--- config.mk ---
export PLATFORM = sky130hd
export DESIGN_NAME = id_pipe_stage
export DESIGN_NICKNAME = d
export VERILOG_FILES = /design/src/rtl/r2rv_pkg.sv /design/src/rtl/id_regfile.sv /design/src/rtl/id_scoreboard.sv /design/src/rtl/id_pipe_stage.sv
export SDC_FILE = /design/constraint.sdc
export NUM_CORES = 2
export LEC_CHECK = 0
export ABC_AREA = 1
export CORE_ASPECT_RATIO = 1.5
export CORE_MARGIN = 1
export CORE_UTILIZATION = 25
export DETAILED_ROUTE_END_ITERATION = 10
export PLACE_DENSITY = 0.53
export SLEW_MARGIN = 20
export SYNTH_ARGS = -nofsm -noshare
export SYNTH_HDL_FRONTEND = slang
export SYNTH_SLANG_ARGS = --single-unit
--- constraint.sdc ---
create_clock -name clk -period 2.96 [get_ports clk]
set_input_delay 0.592 -clock clk [delete_from_list [all_inputs] [get_ports clk]]
set_output_delay 0.592 -clock clk [all_outputs]
set_load 0.01 [all_outputs]
--- src/rtl/r2rv_pkg.sv ---
// Shared decode types for the RV32I decode stage: opcodes, selectors,
// immediate formats and the decode-to-execute bundle.
package r2rv_pkg;

    localparam int B_XLEN = 32;
    localparam int B_AW   = 5;

    localparam logic [6:0] OPC_LUI    = 7'b0110111;
    localparam logic [6:0] OPC_AUIPC  = 7'b0010111;
    localparam logic [6:0] OPC_JAL    = 7'b1101111;
    localparam logic [6:0] OPC_JALR   = 7'b1100111;
    localparam logic [6:0] OPC_BRANCH = 7'b1100011;
    localparam logic [6:0] OPC_LOAD   = 7'b0000011;
    localparam logic [6:0] OPC_STORE  = 7'b0100011;
    localparam logic [6:0] OPC_OPIMM  = 7'b0010011;
    localparam logic [6:0] OPC_OP     = 7'b0110011;

    typedef enum logic [2:0] {
        IMM_NONE, IMM_I, IMM_S, IMM_B, IMM_U, IMM_J
    } imm_fmt_e;

    typedef enum logic [1:0] {
        SRC1_REG, SRC1_PC, SRC1_ZERO
    } src1_sel_e;

    typedef enum logic {
        SRC2_REG, SRC2_IMM
    } src2_sel_e;

    typedef enum logic [1:0] {
        WD3_ALU, WD3_MEM, WD3_PC4
    } wd3_sel_e;

    typedef struct packed {
        src1_sel_e          src1_selector;
        src2_sel_e          src2_selector;
        wd3_sel_e           wd3_selector;
        logic               we3;
        logic               wem;
        logic [2:0]         funct3;
        logic [6:0]         funct7;
        logic [B_AW-1:0]    wa3;
        logic [B_XLEN-1:0]  imm;
        logic [B_XLEN-1:0]  rd1;
        logic [B_XLEN-1:0]  rd2;
    } id_bundle_t;

    function automatic logic [B_XLEN-1:0] imm_gen(
        input logic [31:0] i,
        input imm_fmt_e    f
    );
        logic [B_XLEN-1:0] r;
        r = '0;
        unique case (f)
            IMM_I: r = B_XLEN'($signed(i[31:20]));
            IMM_S: r = B_XLEN'($signed({i[31:25], i[11:7]}));
            IMM_B: r = B_XLEN'($signed({i[31], i[7], i[30:25], i[11:8], 1'b0}));
            IMM_U: r = B_XLEN'($signed({i[31:12], 12'b0}));
            IMM_J: r = B_XLEN'($signed({i[31], i[19:12], i[20], i[30:21], 1'b0}));
            default: r = '0;
        endcase
        return r;
    endfunction

endpackage

--- src/rtl/id_regfile.sv ---
// Architectural register file, x0 hardwired to zero, with optional
// write-through of the writeback port onto the read ports.
module id_regfile
    import r2rv_pkg::*;
#(
    parameter int XLEN   = 32,
    parameter int NREG   = 32,
    parameter int BYPASS = 1,
    localparam int AW    = $clog2(NREG)
) (
    input  logic            clk,
    input  logic            reset,
    input  logic            we,
    input  logic [AW-1:0]   wa,
    input  logic [XLEN-1:0] wd,
    input  logic [AW-1:0]   ra1,
    input  logic [AW-1:0]   ra2,
    output logic [XLEN-1:0] rd1,
    output logic [XLEN-1:0] rd2
);

    logic [XLEN-1:0] regs [NREG];

    always_ff @(posedge clk or negedge reset) begin
        if (!reset) begin
            for (int i = 0; i < NREG; i++) regs[i] <= '0;
        end else if (we && wa != '0) begin
            regs[wa] <= wd;
        end
    end

    always_comb begin
        rd1 = regs[ra1];
        rd2 = regs[ra2];
        if (BYPASS != 0 && we && wa == ra1) rd1 = wd;
        if (BYPASS != 0 && we && wa == ra2) rd2 = wd;
        if (ra1 == '0) rd1 = '0;
        if (ra2 == '0) rd2 = '0;
    end

endmodule

--- src/rtl/id_scoreboard.sv ---
// Per-register busy tracking for in-flight writers and the issue
// hazard check against busy and just-decoded destinations.
module id_scoreboard #(
    parameter int NREG   = 32,
    parameter int BYPASS = 1,
    localparam int AW    = $clog2(NREG)
) (
    input  logic            clk,
    input  logic            reset,
    input  logic            flush,
    input  logic            set_en,
    input  logic [AW-1:0]   set_addr,
    input  logic            clr_en,
    input  logic [AW-1:0]   clr_addr,
    input  logic [AW-1:0]   rs1,
    input  logic            rs1_used,
    input  logic [AW-1:0]   rs2,
    input  logic            rs2_used,
    input  logic [AW-1:0]   rd,
    input  logic            rd_used,
    input  logic            pend_valid,
    input  logic [AW-1:0]   pend_addr,
    output logic            hazard,
    output logic [NREG-1:0] busy
);

    logic [NREG-1:0] set_vec;
    logic [NREG-1:0] clr_vec;
    logic [NREG-1:0] busy_eff;
    logic [NREG-1:0] src_busy;
    logic            h1, h2, h3;

    always_comb begin
        set_vec = '0;
        clr_vec = '0;
        if (set_en && set_addr != '0) set_vec[set_addr] = 1'b1;
        if (clr_en) clr_vec[clr_addr] = 1'b1;
    end

    // Without write-through the freed value is not visible yet.
    assign busy_eff = busy & ~clr_vec;
    assign src_busy = (BYPASS != 0) ? busy_eff : busy;

    assign h1 = rs1_used && rs1 != '0 &&
                (src_busy[rs1] || (pend_valid && pend_addr == rs1));
    assign h2 = rs2_used && rs2 != '0 &&
                (src_busy[rs2] || (pend_valid && pend_addr == rs2));
    assign h3 = rd_used && rd != '0 &&
                (busy_eff[rd] || (pend_valid && pend_addr == rd));
    assign hazard = h1 || h2 || h3;

    always_ff @(posedge clk or negedge reset) begin
        if (!reset) begin
            busy <= '0;
        end else if (flush) begin
            busy <= '0;
        end else begin
            busy <= (busy & ~clr_vec) | set_vec;
        end
    end

endmodule

--- src/rtl/id_pipe_stage.sv ---
// RV32I decode stage: decodes, reads operands, checks the scoreboard
// and holds one decoded bundle behind a valid/ready handshake.
module id_pipe_stage
    import r2rv_pkg::*;
#(
    parameter int XLEN   = 32,
    parameter int NREG   = 32,
    parameter int BYPASS = 1,
    localparam int AW    = $clog2(NREG)
) (
    input  logic            clk,
    input  logic            reset,
    input  logic            in_valid,
    output logic            in_ready,
    input  logic [31:0]     instr,
    input  logic            flush,
    input  logic            wb_we,
    input  logic [AW-1:0]   wb_wa,
    input  logic [XLEN-1:0] wb_wd,
    output logic            out_valid,
    input  logic            out_ready,
    output id_bundle_t      out_bundle
);

    logic [6:0]      op;
    logic [AW-1:0]   ra1, ra2, rd;
    logic [XLEN-1:0] rd1, rd2;
    id_bundle_t      dec;
    imm_fmt_e        fmt;
    logic            uses_rs1, uses_rs2;
    logic            hazard;
    logic            tin, tout;
    logic [NREG-1:0] busy;

    assign op  = instr[6:0];
    assign ra1 = instr[15 +: AW];
    assign ra2 = instr[20 +: AW];
    assign rd  = instr[7 +: AW];

    assign uses_rs1 = !(op == OPC_LUI || op == OPC_AUIPC || op == OPC_JAL);
    assign uses_rs2 = op == OPC_OP || op == OPC_STORE || op == OPC_BRANCH;

    always_comb begin
        dec        = '0;
        fmt        = IMM_NONE;
        dec.funct3 = instr[14:12];
        dec.funct7 = instr[31:25];
        dec.wa3    = instr[11:7];
        dec.rd1    = B_XLEN'(rd1);
        dec.rd2    = B_XLEN'(rd2);
        unique case (1'b1)
            op == OPC_LUI: begin
                dec.we3 = 1'b1;
                dec.src1_selector = SRC1_ZERO;
                dec.src2_selector = SRC2_IMM;
                fmt = IMM_U;
            end
            op == OPC_AUIPC: begin
                dec.we3 = 1'b1;
                dec.src1_selector = SRC1_PC;
                dec.src2_selector = SRC2_IMM;
                fmt = IMM_U;
            end
            op == OPC_JAL: begin
                dec.we3 = 1'b1;
                dec.src1_selector = SRC1_PC;
                dec.src2_selector = SRC2_IMM;
                dec.wd3_selector = WD3_PC4;
                fmt = IMM_J;
            end
            op == OPC_JALR: begin
                dec.we3 = 1'b1;
                dec.src2_selector = SRC2_IMM;
                dec.wd3_selector = WD3_PC4;
                fmt = IMM_I;
            end
            op == OPC_BRANCH: fmt = IMM_B;
            op == OPC_LOAD: begin
                dec.we3 = 1'b1;
                dec.src2_selector = SRC2_IMM;
                dec.wd3_selector = WD3_MEM;
                fmt = IMM_I;
            end
            op == OPC_STORE: begin
                dec.wem = 1'b1;
                dec.src2_selector = SRC2_IMM;
                fmt = IMM_S;
            end
            op == OPC_OPIMM: begin
                dec.we3 = 1'b1;
                dec.src2_selector = SRC2_IMM;
                fmt = IMM_I;
            end
            op == OPC_OP: dec.we3 = 1'b1;
            default: ;
        endcase
        dec.imm = imm_gen(instr, fmt);
    end

    id_regfile #(.XLEN(XLEN), .NREG(NREG), .BYPASS(BYPASS)) u_rf (
        .clk   (clk),
        .reset (reset),
        .we    (wb_we),
        .wa    (wb_wa),
        .wd    (wb_wd),
        .ra1   (ra1),
        .ra2   (ra2),
        .rd1   (rd1),
        .rd2   (rd2)
    );

    id_scoreboard #(.NREG(NREG), .BYPASS(BYPASS)) u_sb (
        .clk        (clk),
        .reset      (reset),
        .flush      (flush),
        .set_en     (tout && out_bundle.we3),
        .set_addr   (AW'(out_bundle.wa3)),
        .clr_en     (wb_we),
        .clr_addr   (wb_wa),
        .rs1        (ra1),
        .rs1_used   (uses_rs1),
        .rs2        (ra2),
        .rs2_used   (uses_rs2),
        .rd         (rd),
        .rd_used    (dec.we3),
        .pend_valid (out_valid && out_bundle.we3),
        .pend_addr  (AW'(out_bundle.wa3)),
        .hazard     (hazard),
        .busy       (busy)
    );

    assign in_ready = reset && (!out_valid || out_ready) && !hazard && !flush;
    assign tin      = in_valid && in_ready;
    assign tout     = out_valid && out_ready;

    always_ff @(posedge clk or negedge reset) begin
        if (!reset) begin
            out_valid  <= 1'b0;
            out_bundle <= '0;
        end else if (flush) begin
            out_valid  <= 1'b0;
        end else if (tin) begin
            out_valid  <= 1'b1;
            out_bundle <= dec;
        end else if (tout) begin
            out_valid  <= 1'b0;
        end
    end

endmodule

=== Word-level counts from Yosys, hierarchy flattened ===
Cells that the tools add are included.

* $lt $le $gt $ge: 11
* Eq/ne operators: 19
* Mux-type cells: 36
* Bitwise logic cells: 7
* Reductions and logical operators: 52

{| class="wikitable"
|+ Operators with widths
! operator !! number
|-
| bitwise mux 1024 bit || 1
|-
| two-way mux 32 bit || 12
|-
| binary-select mux 32 bit (select 5 bit) || 2
|-
| demux 32 bit (select 5 bit) || 1
|-
| one-hot mux 32 bit (5 select lines) || 1
|-
| bitwise AND 32 bit || 1
|-
| NOT 32 bit || 1
|-
| OR 32 bit || 1
|-
| < comparator 5 x 6 -> 1 bit, second input constant || 5
|-
| equality test 5 bit || 5
|-
| nonzero test 5 bit || 5
|-
| logical AND 1 bit || 23
|-
| equality test 7 x 6 -> 1 bit, second input constant || 3
|-
| equality test 7 bit, second input constant || 3
|-
| >= comparator 6 bit, second input constant || 3
|-
| NOT 5 -> 6 bit || 3
|-
| binary-select mux 1 bit (select 5 bit) || 3
|-
| one-hot mux 3 bit (5 select lines) || 1
|-
| equality test 7 x 5 -> 1 bit, second input constant || 2
|-
| OR reduction 7 bit || 2
|-
| two-way mux 1 bit || 11
|-
| demux 1 bit (select 5 bit) || 2
|-
| >= comparator 5 x 1 -> 1 bit, second input constant || 2
|-
| zero test 5 bit || 2
|-
| other kinds (13) || 30
|}

* Flip-flop bits (word level): 1175
* Input bits: 75
* Output and inout port bits: 120

=== Logic depth before layout (Yosys ltp) ===
* Depth in word-level cells: 19
* Depth in mapped cells: 21
* Gate-level depth less buffers: 18

=== By module ===
From an unflattened synthesis, not the netlist that was laid out.

* Cells, all modules: 9924
* Area, all modules: 67282.0 um^2

{| class="wikitable"
|+ By module, submodules not included
! module !! instances !! cells each !! area an instance (um^2)
|-
| id_regfile || 1 || 8800 || 59178.0
|-
| id_pipe_stage || 1 || 652 || 5263.8
|-
| id_scoreboard || 1 || 472 || 2840.2
|}

=== Worst setup path before layout ===
OpenSTA, ideal clock, no wires.

* Kind: input-to-output
* From: in wb_wa[1]
* To: out in_ready
* Arrival time: 2311 ps
* Setup slack: 57 ps
* Stages: 16
* Path buffers: 3
* Path through: buf_2 -> nor2_1 -> nand2_1 -> nor2_2 -> nor2_1 -> nor2_1 -> nor2_1 -> a21oi_1 -> nor2_1 -> nand2_1 -> nand3_1 -> nand2_1 -> nand2_1 -> nor2_1 -> buf_4 -> buf_2

* Longest elaborated chain between the ends: 16

{| class="wikitable"
|+ Ends and longest elaborated chain
! what !! line !! RTL
|-
| start: declaration || id_pipe_stage.sv:18 || <nowiki>input logic [AW-1:0] wb_wa,</nowiki>
|-
| < comparator 5 x 6 -> 1 bit (implied by the code) / >= comparator 5 x 1 -> 1 bit (equally long branches) || id_scoreboard.sv:37 || <nowiki>if (clr_en) clr_vec[clr_addr] = 1'b1;</nowiki>
|-
| logical AND 1 bit (implied by the code) || id_scoreboard.sv:37 ||
|-
| two-way mux 1 bit (implied by the code) || id_scoreboard.sv:37 ||
|-
| demux 1 bit (select 5 bit) * || - ||
|-
| two-way mux 32 bit * || id_scoreboard.sv:37 ||
|-
| NOT 32 bit * || id_scoreboard.sv:41 || <nowiki>assign busy_eff = busy & ~clr_vec;</nowiki>
|-
| bitwise AND 32 bit * || id_scoreboard.sv:41 ||
|-
| binary-select mux 1 bit (select 5 bit) (on tied branches) || id_scoreboard.sv:45, id_scoreboard.sv:47 ||
|-
| two-way mux 1 bit (on tied branches) || id_scoreboard.sv:45, id_scoreboard.sv:47 ||
|-
| logical OR 1 bit (on tied branches) || id_scoreboard.sv:45, id_scoreboard.sv:47 ||
|-
| logical AND 1 bit (on tied branches) || id_scoreboard.sv:44, id_scoreboard.sv:46 ||
|-
| logical OR 1 bit || id_scoreboard.sv:50 || <nowiki>assign hazard = h1 || h2 || h3;</nowiki>
|-
| logical OR 1 bit * || id_scoreboard.sv:50 ||
|-
| zero test 1 bit * || id_pipe_stage.sv:132 || <nowiki>assign in_ready = reset && (!out_valid || out_ready) && !hazard && !flush;</nowiki>
|-
| logical AND 1 bit * (2 in series) || id_pipe_stage.sv:132 ||
|-
| end: declaration || id_pipe_stage.sv:14 || <nowiki>output logic in_ready,</nowiki>
|}

Every way passes the cells marked *; elsewhere a longest branch is shown, timed or not. The select of a mux whose other input is x is not followed.

=== Final worst setup path ===
* From: in wb_wa[0]
* To: out in_ready

Same word-level chain as after synthesis.

==> metrics.txt <==
TritonCTS Buffers=112; H-tree levels=3; Final Util=30.38%; die area=between 200000 and 300000 um^2; global route overflow=0; DRC Markers=0; final hold vios=0; period utilization=104.9%; failing checks=negative setup slack; Nets=8642; kind of critical path=in -> out; TritonCTS clock tree=yes; total number of vias=around 64k; Worst Path Required=2.37 ns; Highest Clock Rate=322.1 MHz; reg-to-reg startpoint=u_sb.busy[31]; static leakage=33.06 nW; Hold Crit Class=in -> async; #FFs+latches synth=1175; Yosys Warn Count=0; # setup viols final=1; syn avg cell area=7.393 um^2; fraction of layout cells with a size suffix above 1=around 10%; RSZ-0062 raised after global routing=yes; outcome=finished, violations left; total track usage=21.66%; post-synthesis cell type count=32; CP endpoint=in_ready; Mapped Area=63290 um^2; maximum VDD drop=0.4898 mV; max-slew violation count=0; Slew @ Worst Pin=1.126 ns; top routing layer in use=met5; Layout Cells excl Fill=approximately 12k; FF-to-FF End=out_bundle[29]; drt pass-1 iters=9; CTS Buffer Depth=3; WL met2=between 100000 and 150000 um; register area share after synthesis=46.46%; Clk pin slew, worst setup/hold paths=0.07 ns; initial antenna violation count=2; Post-DP HPWL=180800 um; dpl cells=approximately 12k; Post-synth EDFFs=0; Async SR Flop Fraction=100.0%; Yosys top cell by area=dfrtp_1; post-DR wirelength/cell=between 20 and 25 um; first-pass GRT wire length=between 400000 and 500000 um; Max Cap Viol=0; final WL=between 200000 and 300000 um; Commonest cells post-synth=o21ai_0 (1863), nand2_1 (1629), dfrtp_1 (1175); initial core utilization=25.20%; met3 routed WL=just under 20000 um; gpl congestion=slightly above 0.9; reg2reg path depth=14; Via density=5.374; smallest setup slack after layout=-0.1446 ns; crit path DAT=2.51 ns; Die Wd=412.8 um; Die Y=618.2 um; Net Count, Synth=8635; Max-Slew Margin vs Limit=24.95%; Rows=roughly 230; Startpoint Class=input pin; Power Density=614.4 nW/um^2; initial DRC count=~7.6k; CORE AREA=251100 um^2; Yosys top cell area share=46.46%; # clock sinks=1175; IO buf count=between 150 and 200; top post-synthesis cells by area=dfrtp_1 (46%), o21ai_0 (15%), nand2_1 (9.7%); highest net fanout along the worst path=6; count leader, synth=o21ai_0; largest net degree at the start of global routing=155; CP Capture Type=primary output; reg-to-reg setup timing slack=~0.24 ns; M1 wire length=between 100000 and 150000 um; Min Clock Period, post-route=between 3 and 4 ns; P&R area growth vs syn=20.56%; Cells after Synth=between 8k and 9k; worst-skew pair later-pin latency=0.74 ns; Clock Skew=between 0.02 and 0.025 ns; CP Launch Point=wb_wa[0]; Top FF cell, synth=dfrtp_1; vias in the first global route=60.92k; Final ANT Viol Nets=0; I/O pin count=between 150 and 200; Root Buffer=clkbuf_16
==> through the flow <==
stage               hold WS [ns]  power, W  area (um^2)  TNS [ns]  setup WS (ns)
floorplan                 0.2964   0.02643        63290         0        0.05682
CTS                      0.06402   0.04708        76060   -0.1085        -0.1085
detailed placement        0.3802   0.03097        71500   -187.49         -1.135
finish                   0.09160   0.04688        76300   -0.1446        -0.1446
global placement          0.3776   0.03073        71500   -185.25         -1.149
global route              0.1414   0.04922        76300   -0.2029        -0.2029
==> timing repair <==
item                                    4_1_cts  5_1_grt
hold buffers                                  2        0
endpoints found under the setup margin      120       22
gates cloned                                  1        0
setup buffers                                23        6
hold endpoints to repair                     48        0
pin swaps                                    37       30
gates resized for setup                     144       43
==> layer usage <==
layer	global-route usage (%)	up-vias
met3	2.899	737
li1	-	29020
met5	0	-
met4	12.15	2
met1	26.04	31400
met2	36.98	3098
==> worst min path at each step <==
stage,slack [ns],endpoint,cells past startpoint
floorplan,0.30,out_bundle[0],0
global placement,0.38,u_rf.regs[1010],0
detailed placement,0.38,u_rf.regs[1001],0
CTS,0.06,u_rf.regs[746],2
global route,0.14,u_rf.regs[971],2
finish,0.09,u_rf.regs[971],2
==> sequential cells by signal, summed over array words and instances, names as in the netlist <==
| register | cells |
|---|---|
| out_bundle | 118 |
| out_valid | 1 |
| u_rf.regs | 1024 |
| u_sb.busy | 32 |
==> area by class of cell <==
type                            count  area, um^2
Fill cell                       26770      174800
Sequential cell                  1175       29400
Multi-Input combinational cell   5950       29150
Timing Repair Buffer              756        7470
Tap cell                         3291        4118
Clock buffer                      161        3251
Inverter                          572        2198
Clock inverter                     49       703.2
Antenna cell                        2       5.005
==> logic make-up (layout without fill, tap and decap cells) <==
logic type	Yosys count	after routing	share of synthesized area [%]
AOI/OAI and AO/OA	3071	3071	26.09
xor gates and xnor gates	3	3	0.04153
buffers and inverters	1435	1538	8.612
DFF	1175	1175	46.46
other	0	2	0
and+or+nand+nor	2876	2876	18.79
==> layout by cell type (no fill, tap or decap), types with 80 or more instances in the layout <==
cell type,instances
o21ai_0,1862
clkbuf_16,115
buf_12,95
nor2_1,377
inv_1,550
buf_4,449
nand3_1,778
o2111ai_1,80
dfrtp_1,1175
nand2_1,1588
a21oi_1,807
o211ai_1,233
clkdlybuf4s50_1,173
==> power breakdown <==
group          switching [W]  total, W  leakage, nW  internal [W]
clock                0.00690    0.0159         1.93       0.00904
sequential           0.00202    0.0210         15.2        0.0190
combinational        0.00616   0.00994         16.0       0.00378
total                 0.0151    0.0469         33.1        0.0318
==> critical path: stages <==
cell	delay, ns
buf_8	0.11
buf_8	0.13
inv_4	0.06
nand2_4	0.04
nor2_4	0.14
buf_12	0.16
buf_12	0.12
nand2_4	0.08
nand3_1	0.07
nand3_1	0.08
nand3_2	0.10
nand3_2	0.11
nand3_2	0.10
nand3_2	0.07
nand2_1	0.07
nand2_2	0.06
nor2_4	0.24
buf_6	0.15
Note: power is estimated with default switching activity, not from simulation.
